File: src/rtl/cordic_pkg.sv
// Shared constants, state encoding and sizing helper for the CORDIC rotation engine.
package cordic_pkg;

  localparam logic SIGN_POS = 1'b1;
  localparam logic SIGN_NEG = 1'b0;

  typedef enum logic [1:0] {
    IDLE  = 2'd0,
    ROT   = 2'd1,
    SCALE = 2'd2,
    DONE  = 2'd3
  } state_e;

  function automatic int ceil_div(input int a, input int b);
    return (a + b - 1) / b;
  endfunction

endpackage

File: src/rtl/cordic_rot_engine_if.sv
// Valid/ready request and response channels of the CORDIC rotation engine.
interface cordic_rot_engine_if #(
  parameter int DATA_W   = 13,
  parameter int ITER_NUM = 8
);
  logic                     in_valid;
  logic                     in_ready;
  logic signed [DATA_W-1:0] in_x;
  logic signed [DATA_W-1:0] in_y;
  logic [ITER_NUM-1:0]      in_sign;
  logic                     out_valid;
  logic                     out_ready;
  logic signed [DATA_W-1:0] out_x;
  logic signed [DATA_W-1:0] out_y;
  logic                     busy;

  modport master (
    output in_valid, in_x, in_y, in_sign, out_ready,
    input  in_ready, out_valid, out_x, out_y, busy
  );

  modport slave (
    input  in_valid, in_x, in_y, in_sign, out_ready,
    output in_ready, out_valid, out_x, out_y, busy
  );
endinterface

File: src/rtl/cordic_micro_rot.sv
// One combinational CORDIC micro-rotation with a run-time shift amount.
module cordic_micro_rot
  import cordic_pkg::*;
#(
  parameter int DATA_W = 13,
  parameter int SH_W   = 4
) (
  input  logic signed [DATA_W-1:0] x,
  input  logic signed [DATA_W-1:0] y,
  input  logic [SH_W-1:0]          shift,
  input  logic                     sign,
  output logic signed [DATA_W-1:0] x_nxt,
  output logic signed [DATA_W-1:0] y_nxt
);
  logic signed [DATA_W-1:0] xs, ys;

  assign xs    = x >>> shift;
  assign ys    = y >>> shift;
  assign x_nxt = (sign == SIGN_POS) ? x + ys : x - ys;
  assign y_nxt = (sign == SIGN_POS) ? y - xs : y + xs;
endmodule

File: src/rtl/cordic_rot_engine.sv
// Iterative CORDIC rotation engine: UNROLL chained micro-rotations per cycle,
// optional constant-gain compensation, valid/ready on both sides.
module cordic_rot_engine
  import cordic_pkg::*;
#(
  parameter int DATA_W   = 13,
  parameter int ITER_NUM = 8,
  parameter int UNROLL   = 2,
  parameter int SCALE_EN = 0,
  parameter int K_COEF   = 622,
  parameter int K_W      = 10
) (
  input logic              clk,
  input logic              rst_n,
  cordic_rot_engine_if.slave bus
);
  localparam int R     = ceil_div(ITER_NUM, UNROLL);
  localparam int CNT_W = $clog2(ITER_NUM + 1);
  localparam int SUM_W = $clog2(R * UNROLL + 1);
  localparam int SH_W  = $clog2(DATA_W);
  localparam int P_W   = DATA_W + K_W + 1;

  state_e                   state_q, state_d;
  logic [CNT_W-1:0]         cnt_q, cnt_d;
  logic signed [DATA_W-1:0] x_q, x_d, y_q, y_d;
  logic [ITER_NUM-1:0]      sign_q, sign_d;
  logic                     out_valid_q, out_valid_d;
  logic signed [DATA_W-1:0] out_x_q, out_x_d, out_y_q, out_y_d;

  // Rotation chain: stage u applies iteration cnt_q+u, or passes through past the end.
  logic [UNROLL:0][DATA_W-1:0] cx, cy;
  assign cx[0] = x_q;
  assign cy[0] = y_q;

  for (genvar u = 0; u < UNROLL; u++) begin : g_rot
    logic [SUM_W-1:0]    iter;
    logic                act;
    logic [ITER_NUM-1:0] sign_sh;
    logic [DATA_W-1:0]   rx, ry;

    assign iter    = SUM_W'(cnt_q) + SUM_W'(u);
    assign act     = iter < SUM_W'(ITER_NUM);
    assign sign_sh = sign_q >> iter;

    cordic_micro_rot #(.DATA_W(DATA_W), .SH_W(SH_W)) u_micro (
      .x     (cx[u]),
      .y     (cy[u]),
      .shift (SH_W'(iter)),
      .sign  (sign_sh[0]),
      .x_nxt (rx),
      .y_nxt (ry)
    );

    assign cx[u+1] = act ? rx : cx[u];
    assign cy[u+1] = act ? ry : cy[u];
  end

  logic [SUM_W-1:0] cnt_sum;
  logic             last_rot;
  assign cnt_sum  = SUM_W'(cnt_q) + SUM_W'(UNROLL);
  assign last_rot = cnt_sum >= SUM_W'(ITER_NUM);

  // Gain compensation: round half up, then keep DATA_W bits (wraps like the rest).
  logic signed [DATA_W-1:0] x_sc, y_sc;
  if (SCALE_EN != 0) begin : g_scale
    localparam logic signed [K_W:0]   KC  = (K_W+1)'(K_COEF);
    localparam logic signed [P_W-1:0] RND = P_W'(2 ** (K_W - 1));
    logic signed [P_W-1:0] px, py;
    assign px   = P_W'(x_q) * P_W'(KC) + RND;
    assign py   = P_W'(y_q) * P_W'(KC) + RND;
    assign x_sc = DATA_W'(px >>> K_W);
    assign y_sc = DATA_W'(py >>> K_W);
  end else begin : g_noscale
    assign x_sc = x_q;
    assign y_sc = y_q;
  end

  always_comb begin
    state_d     = state_q;
    cnt_d       = cnt_q;
    x_d         = x_q;
    y_d         = y_q;
    sign_d      = sign_q;
    out_valid_d = out_valid_q;
    out_x_d     = out_x_q;
    out_y_d     = out_y_q;
    case (state_q)
      IDLE: if (bus.in_valid) begin
        x_d     = bus.in_x;
        y_d     = bus.in_y;
        sign_d  = bus.in_sign;
        cnt_d   = '0;
        state_d = ROT;
      end
      ROT: begin
        x_d   = cx[UNROLL];
        y_d   = cy[UNROLL];
        cnt_d = last_rot ? '0 : CNT_W'(cnt_sum);
        if (last_rot) begin
          if (SCALE_EN != 0) begin
            state_d = SCALE;
          end else begin
            out_x_d     = cx[UNROLL];
            out_y_d     = cy[UNROLL];
            out_valid_d = 1'b1;
            state_d     = DONE;
          end
        end
      end
      SCALE: begin
        out_x_d     = x_sc;
        out_y_d     = y_sc;
        out_valid_d = 1'b1;
        state_d     = DONE;
      end
      DONE: if (bus.out_ready) begin
        out_valid_d = 1'b0;
        state_d     = IDLE;
      end
      default: state_d = IDLE;
    endcase
  end

  always_ff @(posedge clk or negedge rst_n) begin
    if (!rst_n) begin
      state_q     <= IDLE;
      cnt_q       <= '0;
      x_q         <= '0;
      y_q         <= '0;
      sign_q      <= '0;
      out_valid_q <= 1'b0;
      out_x_q     <= '0;
      out_y_q     <= '0;
    end else begin
      state_q     <= state_d;
      cnt_q       <= cnt_d;
      x_q         <= x_d;
      y_q         <= y_d;
      sign_q      <= sign_d;
      out_valid_q <= out_valid_d;
      out_x_q     <= out_x_d;
      out_y_q     <= out_y_d;
    end
  end

  assign bus.in_ready  = (state_q == IDLE);
  assign bus.busy      = (state_q == ROT) || (state_q == SCALE);
  assign bus.out_valid = out_valid_q;
  assign bus.out_x     = out_x_q;
  assign bus.out_y     = out_y_q;
endmodule

File: src/flat_wrapper.sv
// flat-port wrapper written by rule: the top's interface ports become plain ports
module cordic_rot_engine_flat import cordic_pkg::*;
#(
  parameter int DATA_W   = 13,
  parameter int ITER_NUM = 8,
  parameter int UNROLL   = 2,
  parameter int SCALE_EN = 0,
  parameter int K_COEF   = 622,
  parameter int K_W      = 10
)
  (clk, rst_n, bus_in_valid, bus_in_x, bus_in_y, bus_in_sign, bus_out_ready, bus_in_ready, bus_out_valid, bus_out_x, bus_out_y, bus_busy);
  cordic_rot_engine_if #(.DATA_W(DATA_W), .ITER_NUM(ITER_NUM)) bus_i ();
  input logic clk;
  input logic rst_n;
  input wire logic [$bits(bus_i.in_valid)-1:0] bus_in_valid;
  input wire logic [$bits(bus_i.in_x)-1:0] bus_in_x;
  input wire logic [$bits(bus_i.in_y)-1:0] bus_in_y;
  input wire logic [$bits(bus_i.in_sign)-1:0] bus_in_sign;
  input wire logic [$bits(bus_i.out_ready)-1:0] bus_out_ready;
  output wire logic [$bits(bus_i.in_ready)-1:0] bus_in_ready;
  output wire logic [$bits(bus_i.out_valid)-1:0] bus_out_valid;
  output wire logic [$bits(bus_i.out_x)-1:0] bus_out_x;
  output wire logic [$bits(bus_i.out_y)-1:0] bus_out_y;
  output wire logic [$bits(bus_i.busy)-1:0] bus_busy;
  assign bus_i.in_valid = bus_in_valid;
  assign bus_i.in_x = bus_in_x;
  assign bus_i.in_y = bus_in_y;
  assign bus_i.in_sign = bus_in_sign;
  assign bus_i.out_ready = bus_out_ready;
  assign bus_in_ready = bus_i.in_ready;
  assign bus_out_valid = bus_i.out_valid;
  assign bus_out_x = bus_i.out_x;
  assign bus_out_y = bus_i.out_y;
  assign bus_busy = bus_i.busy;
  cordic_rot_engine #(.DATA_W(DATA_W), .ITER_NUM(ITER_NUM), .UNROLL(UNROLL), .SCALE_EN(SCALE_EN), .K_COEF(K_COEF), .K_W(K_W)) u_core (.clk(clk), .rst_n(rst_n), .bus(bus_i));
endmodule
File: config.mk
export PLATFORM = sky130hd
export DESIGN_NAME = cordic_rot_engine_flat
export DESIGN_NICKNAME = d
export VERILOG_FILES = /design/src/rtl/cordic_pkg.sv /design/src/rtl/cordic_rot_engine_if.sv /design/src/rtl/cordic_micro_rot.sv /design/src/rtl/cordic_rot_engine.sv /design/src/flat_wrapper.sv
export SDC_FILE = /design/constraint.sdc
export NUM_CORES = 1
export LEC_CHECK = 0
export ABC_AREA = 1
export CORE_MARGIN = 8
export CORE_UTILIZATION = 60
export DETAILED_ROUTE_END_ITERATION = 8
export PLACE_DENSITY = 0.79
export SLEW_MARGIN = 25
export SYNTH_ARGS = -nofsm -noshare
export SYNTH_HDL_FRONTEND = slang
export SYNTH_SLANG_ARGS = --single-unit
File: constraint.sdc
create_clock -name clk -period 10.8 [get_ports clk]
set_input_delay 2.16 -clock clk [delete_from_list [all_inputs] [get_ports clk]]
set_output_delay 2.16 -clock clk [all_outputs]
set_load 0.005 [all_outputs]
# Word level (Yosys, flattened, before mapping)
# Index checks and enable logic that the tools add are counted.
[classes]
n_eq_ne = 6
magnitude_cmp = 3
n_addsub = 10
shift = 6
n_mux = 26
n_reduce_logical = 10
[ops]
columns = ["op", "count"]
rows = [
  ["2-to-1 mux 13 bit", 12],
  ["one-hot mux 13 bit (2 select lines)", 4],
  ["adder 13 bit", 4],
  [">>> shifter 13 x 4 -> 13 bit", 4],
  ["subtractor 13 bit", 4],
  [">> shifter 8 x 4 -> 1 bit", 2],
  ["< comparator 4 bit (second input constant)", 2],
  ["2-to-1 mux 4 bit", 2],
  ["one-hot mux 2 bit (4 select lines)", 1],
  ["one-hot mux 4 bit (2 select lines)", 1],
  ["2-to-1 mux 2 bit", 3],
  ["AND reduction 2 bit", 3],
  ["AND reduction 3 bit", 2],
  ["adder 4 x 1 -> 4 bit (second input constant)", 1],
  ["adder 4 x 2 -> 4 bit (second input constant)", 1],
  ["equality test 2 bit (second input constant)", 2],
  [">= comparator 4 bit (second input constant)", 1],
  ["!= test 2 bit (second input constant)", 2],
  ["nonzero test 2 bit", 2],
  ["one-hot mux 1 bit (3 select lines)", 1],
  ["nonzero test 3 bit", 1],
  ["equality test 2 x 1 -> 1 bit (second input constant)", 1],
  ["zero test 2 bit", 1],
  ["2-to-1 mux 1 bit", 2],
  ["other kinds (2)", 2],
]
[word_totals]
ff_bits = 67
wordCells = 69
output_inout_bits = 29

# Logic depth before layout (Yosys ltp)
[logic_depth]
depth_word = 10
depth_mapped = 62

# Hierarchy
# A second synthesis with hierarchy kept.
[unflattened]
cells_unflattened = 1624
hier_area_um2 = 9618.0
[by_module_without_submodules]
columns = ["module", "cells_per_inst", "area_per_inst_um2", "instances"]
rows = [
  ["cordic_rot_engine", 566, 3883.7, 1],
  ["cordic_micro_rot at u_core.g_rot[0].u_micro", 525, 2871.5, 1],
  ["cordic_micro_rot at u_core.g_rot[1].u_micro", 533, 2862.7, 1],
]

# Least setup slack after synthesis
# No wires, ideal clock.
[synth_timing]
kind = "reg2reg"
from = "register u_core.cnt_q[3]"
to = "register u_core.out_x_q[11] (netlist: u_core.bus.out_x[11])"
setup_ns = 0.123
slack_ns = 4.179
required_time_ns = 10.677
synth_period_minus_slack_ns = 6.621
arrival_time_ns = 6.498
path_buffers = 4
path_stages_with_launch = 48
cell_sequence = "dfrtp_1 > buf_4 > buf_2 > buf_2 > buf_1 > nand2_1 > o21ai_0 > inv_1 > ha_1 > o21ai_0 > inv_1 > fa_1 > nand3b_1 > nand2_1 > nand2_1 > nand2_1 > o21ai_0 > or2_2 > [... 12 more ...] > a21oi_1 > o21ai_0 > inv_1 > nor2_1 > nor2_1 > o21ai_0 > inv_1 > nor2_1 > nor2_1 > o21bai_1 > nand2_1 > nand2_1 > a21oi_1 > or2_2 > nand3_1 > nand2_1 > o21ai_0 > nand2_1"
[synth_via]
elab_chain_len = 10
elab_cells_between_ends = 26
cone_classes = "add/sub (8); order compare (3); eq/ne (1); shift (5); mux (8); reduce/logical (1)"
[synth_rtl]
columns = ["item", "line_no", "text"]
rows = [
  ["start: declaration", "cordic_rot_engine.sv:24", "logic [CNT_W-1:0] cnt_q, cnt_d;"],
  ["start signal: assignment", "cordic_rot_engine.sv:136", "cnt_q <= cnt_d;"],
  [">>> shifter 13 x 4 -> 13 bit", "cordic_micro_rot.sv:17", "assign xs = x >>> shift;"],
  ["adder 13 bit / subtractor 13 bit (equally long branches)", "cordic_micro_rot.sv:20", "assign y_nxt = (sign == SIGN_POS) ? y - xs : y + xs;"],
  ["2-to-1 mux 13 bit", "cordic_micro_rot.sv:20", ""],
  ["2-to-1 mux 13 bit", "cordic_rot_engine.sv:55", "assign cy[u+1] = act ? ry : cy[u];"],
  [">>> shifter 13 x 4 -> 13 bit", "cordic_micro_rot.sv:18", "assign ys = y >>> shift;"],
  ["subtractor 13 bit / adder 13 bit (equally long branches)", "cordic_micro_rot.sv:19", "assign x_nxt = (sign == SIGN_POS) ? x + ys : x - ys;"],
  ["2-to-1 mux 13 bit", "cordic_micro_rot.sv:19", ""],
  ["2-to-1 mux 13 bit", "cordic_rot_engine.sv:54", "assign cx[u+1] = act ? rx : cx[u];"],
  ["2-to-1 mux 13 bit", "cordic_rot_engine.sv:99", "if (last_rot) begin"],
  ["one-hot mux 13 bit (2 select lines)", "cordic_rot_engine.sv:87", "case (state_q)"],
  ["end signal: assignment", "cordic_rot_engine.sv:141", "out_x_q <= out_x_d;"],
  ["end: declaration", "cordic_rot_engine.sv:28", "logic signed [DATA_W-1:0] out_x_q, out_x_d, out_y_q, out_y_d;"],
]
# Several ways; a longest one is shown, not always the timed one. The select of a mux whose other input is x is not followed.
# A chain may end at the register's enable or synchronous reset.

# Worst setup path after layout
[layout_timing]
from = "register u_core.cnt_q[2]"
to = "register u_core.out_y_q[11] (netlist: u_core.bus.out_y[11])"
[layout_via]
elab_chain_len = 10
elab_cells_between_ends = 26
cone_classes = "add/sub (8); order compare (3); eq/ne (1); shift (5); mux (8); reduce/logical (1)"
[layout_rtl]
columns = ["item", "line_no", "text"]
rows = [
  [">>> shifter 13 x 4 -> 13 bit", "cordic_micro_rot.sv:18", ""],
  ["subtractor 13 bit / adder 13 bit (equally long branches)", "cordic_micro_rot.sv:19", ""],
  ["2-to-1 mux 13 bit", "cordic_micro_rot.sv:19", ""],
  ["2-to-1 mux 13 bit", "cordic_rot_engine.sv:54", ""],
  [">>> shifter 13 x 4 -> 13 bit", "cordic_micro_rot.sv:17", ""],
  ["adder 13 bit / subtractor 13 bit (equally long branches)", "cordic_micro_rot.sv:20", ""],
  ["2-to-1 mux 13 bit", "cordic_micro_rot.sv:20", ""],
  ["2-to-1 mux 13 bit", "cordic_rot_engine.sv:55", ""],
  ["2-to-1 mux 13 bit", "cordic_rot_engine.sv:99", ""],
  ["one-hot mux 13 bit (2 select lines)", "cordic_rot_engine.sv:87", ""],
  ["end signal: assignment", "cordic_rot_engine.sv:142", "out_y_q <= out_y_d;"],
  ["end: declaration", "cordic_rot_engine.sv:28", ""],
]
# Several ways; a longest one is shown, not always the timed one. The select of a mux whose other input is x is not followed.

==> results.yml <==
cts:
  clkLatencyLatePin_ns: 0.33
  clk_pin_slew_ns: 0.05
  cts_resized: 0
  clkSinkCount: 66
  ctsLongestPathBuffers: 2
  cts_hold_buf: 0
  cts_root_buf: "clkbuf_16"
  cts_setup_buffers: 0
  cts_tree: "done"
  cts_made_buffers: 9
  h-tree-depth: 3
yosys:
  syn_inst: 1326
  syn_area_mm2: 0.00823
  synthAdderAreaFrac_pct: 10.2
  post_synth.cell_area_avg_um2: 6.21
  synth_seq_cells: 66
  synthXorXnorAreaFrac_pct: 5.53
  ys_warn_count: 0
  synthMuxAreaShare_pct: 1.09
  ys_types: 43
  synth_compound_area_share_pct: 19.2
  syn_nets: 1429
  synth_simple_gate_area_share_pct: 33.5
  synth_top_family_by_area: "simple AND/OR/NAND/NOR gates"
  yosysSeqAreaShare_pct: 20.1
drt:
  firstDrtPassIters: 6
  drt-total-wl_mm: 27.5
  antenna_left: 0
  drt_iter0_markers: 1150
  num_vias: 9147
  post-route-drc-count: 0
  viasPerCell: 5.95
  detail_route.wl_per_cell_um: 17.9
die:
  initial_utilization_pct: 61.9
  core-area_mm2: 0.0133
  die_h_um: 133
  die_w_um: 133
  num_io_pins: 67
  core.rowCount: 42
  dieArea_mm2: 0.0177
timing:
  finalHoldViolations: 0
  finalCritPeriodShare_pct: 75.9
  fmax_mhz: 122
  slew_headroom_pct: 42.9
  rsz0062_at_grt: "false"
  period_needed_ns: 8.19
  tightest_slew_ns: 0.857
  setup_tns_ns: 0
  skew_ns: 0.0103
  drv_slew: 0
  final-setup-viol-count: 0
setup_path:
  crit_path_max_fanout: 21
  crit_buf_inv: 6
  start_kind: "register"
  slowest_delay_ns: 0.70
  cp.arrival_ns: 8.46
  crit_slowest_cell: "dfrtp_1"
  crit_type: "register to register"
  critPathTopFamily: "compound AO/OA/AOI/OAI gates"
  endpoint_kind: "register"
  worstPathRequired_ns: 11.07
cells_and_area:
  drive_gt1_share_pct: 6.90
  synthToLayoutAreaGrowth_pct: 11.7
  nets: 1460
  diodes: 0
place:
  globalplace.congestion: 1.02
  dp_hpwl_mm: 21.5
  numPortBuffers: 66
grt:
  antenna_found_initial: 0
  track_usage_pct: 30.5
  grt_overflow: 0
  grt_pass1_wl_mm: 43.6
  grt_max_degree: 67
  grt_pass1_vias: 8285
status:
  status: "finished clean"
run:
  cap_viol_max_count: 0
worst_hold_path:
  min_path_type: "register to register"
==> worst paths after layout <==
| kind | end | depth (start not counted) | slack [ns] | start |
|---|---|---|---|---|
| max in group asynchronous | u_core.cnt_q[1] | 2 | 8.13 | rst_n |
| min in group asynchronous | u_core.bus.out_y[5] | 2 | 2.02 | rst_n |
| setup / recovery | u_core.bus.out_y[11] | 48 | 2.61 | u_core.cnt_q[2] |
| setup reg to reg | u_core.bus.out_y[11] | 48 | 2.61 | u_core.cnt_q[2] |
| hold / removal | u_core.bus.out_x[5] | 2 | 0.48 | u_core.bus.out_x[5] |
| hold reg to reg | u_core.bus.out_x[5] | 2 | 0.48 | u_core.bus.out_x[5] |
==> stage by stage <==
stage,cell area [µm²],hold WS [ns],util [%],instances,setup slack [ns]
2_1_floorplan,8230,0.472,-,1326,4.18
3_5_place_dp,8890,0.466,66.9,1522,2.74
6_report,9190,0.480,69.2,1538,2.61
5_1_grt,9190,0.495,69.2,1538,1.96
3_3_place_gp,8890,0.461,66.9,1522,2.75
4_1_cts,9190,0.481,69.1,1538,2.70
==> routing by layer <==
layer,track usage [%],share of wire [%],vias to the layer above
met1,43.0,44,4180
met5,0,0,-
met3,7.37,11,55
met2,44.4,42,506
li1,-,-,4406
met4,10.7,2.9,0
==> registers in the layout, summed over array words and instances (netlist names) <==
register and flops:
u_core.bus.out_x 13, u_core.bus.out_y 13, u_core.x_q 13, u_core.y_q 13, u_core.sign_q 8, u_core.cnt_q 3, u_core.state_q 2, u_core.bus.out_valid 1
==> synth_stat cells (all sizes together) <==
cell     instances  area, µm²
o2bb2ai          1       8.76
nand3b           5       37.5
o21ai          133        666
a31oi            5       31.3
ha              61        763
mux2             8       90.1
nand4           12       75.1
dfrtp           66       1650
clkinv           3       11.3
nand2          375       1480
nand3           82        435
a32oi            1       8.76
o211ai          17        128
inv            147        559
or2             13       81.3
a22oi            2       15.0
clkbuf          27        101
a21boi           1       7.51
and2             2       12.5
nor2           136        563
buf             28        180
a21o             2       15.0
o22ai           15       93.8
xnor2           11       96.3
nor3            13       70.1
fa               4       80.1
o21bai           7       52.6
xor2            41        359
o21a             3       22.5
o31ai            3       22.5
a21oi          102        510
==> kinds of logic after synthesis <==
logic type                 after synthesis
and+or+nand+nor                        638
AOI/OAI and AO/OA                      292
buffers and inverters                  205
DFF                                     66
adders and majority gates               65
xor gates and xnor gates                52
muxes                                    8
==> cells in the final DEF, fill, tap and decap left out, drive strengths merged, types with 5 or more instances in the layout <==
cell type | Yosys | final
o21bai | 7 | 7
a31oi | 5 | 5
o22ai | 15 | 15
xnor2 | 11 | 11
nor2 | 136 | 136
xor2 | 41 | 41
o211ai | 17 | 17
buf | 28 | 10
nand3b | 5 | 5
or2 | 13 | 13
clkbuf | 27 | 14
nor3 | 13 | 13
nand3 | 82 | 82
nand4 | 12 | 12
inv | 147 | 148
o21ai | 133 | 133
dfrtp | 66 | 66
a21oi | 102 | 102
ha | 61 | 61
nand2 | 375 | 375
mux2 | 8 | 8
clkdlybuf4s50 | 0 | 65
==> worst reg2reg max path: cells and delay by family, from the launching register on <==
kind | cells | cell delay (ns)
adder cells (fa/ha/maj) | 4 | 1.06
AND/OR/NAND/NOR | 20 | 2.37
XOR/XNOR | 2 | 0.27
buffers and inverters | 6 | 0.74
flip-flops | 1 | 0.70
AO/OA/AOI/OAI | 16 | 3.04
==> layout make-up <==
cell class                      instances  area [µm²]
Multi-Input combinational cell       1055        5730
Fill cell                            1230        4100
Sequential cell                        66        1660
Timing Repair Buffer                   75         723
Inverter                              150         571
Clock buffer                           14         264
Tap cell                              176         220
Clock inverter                          2        35.0
Power is left out: the tool's default activity adds up to more than one toggle a clock period on the data nets, which glitch-free logic cannot reach.
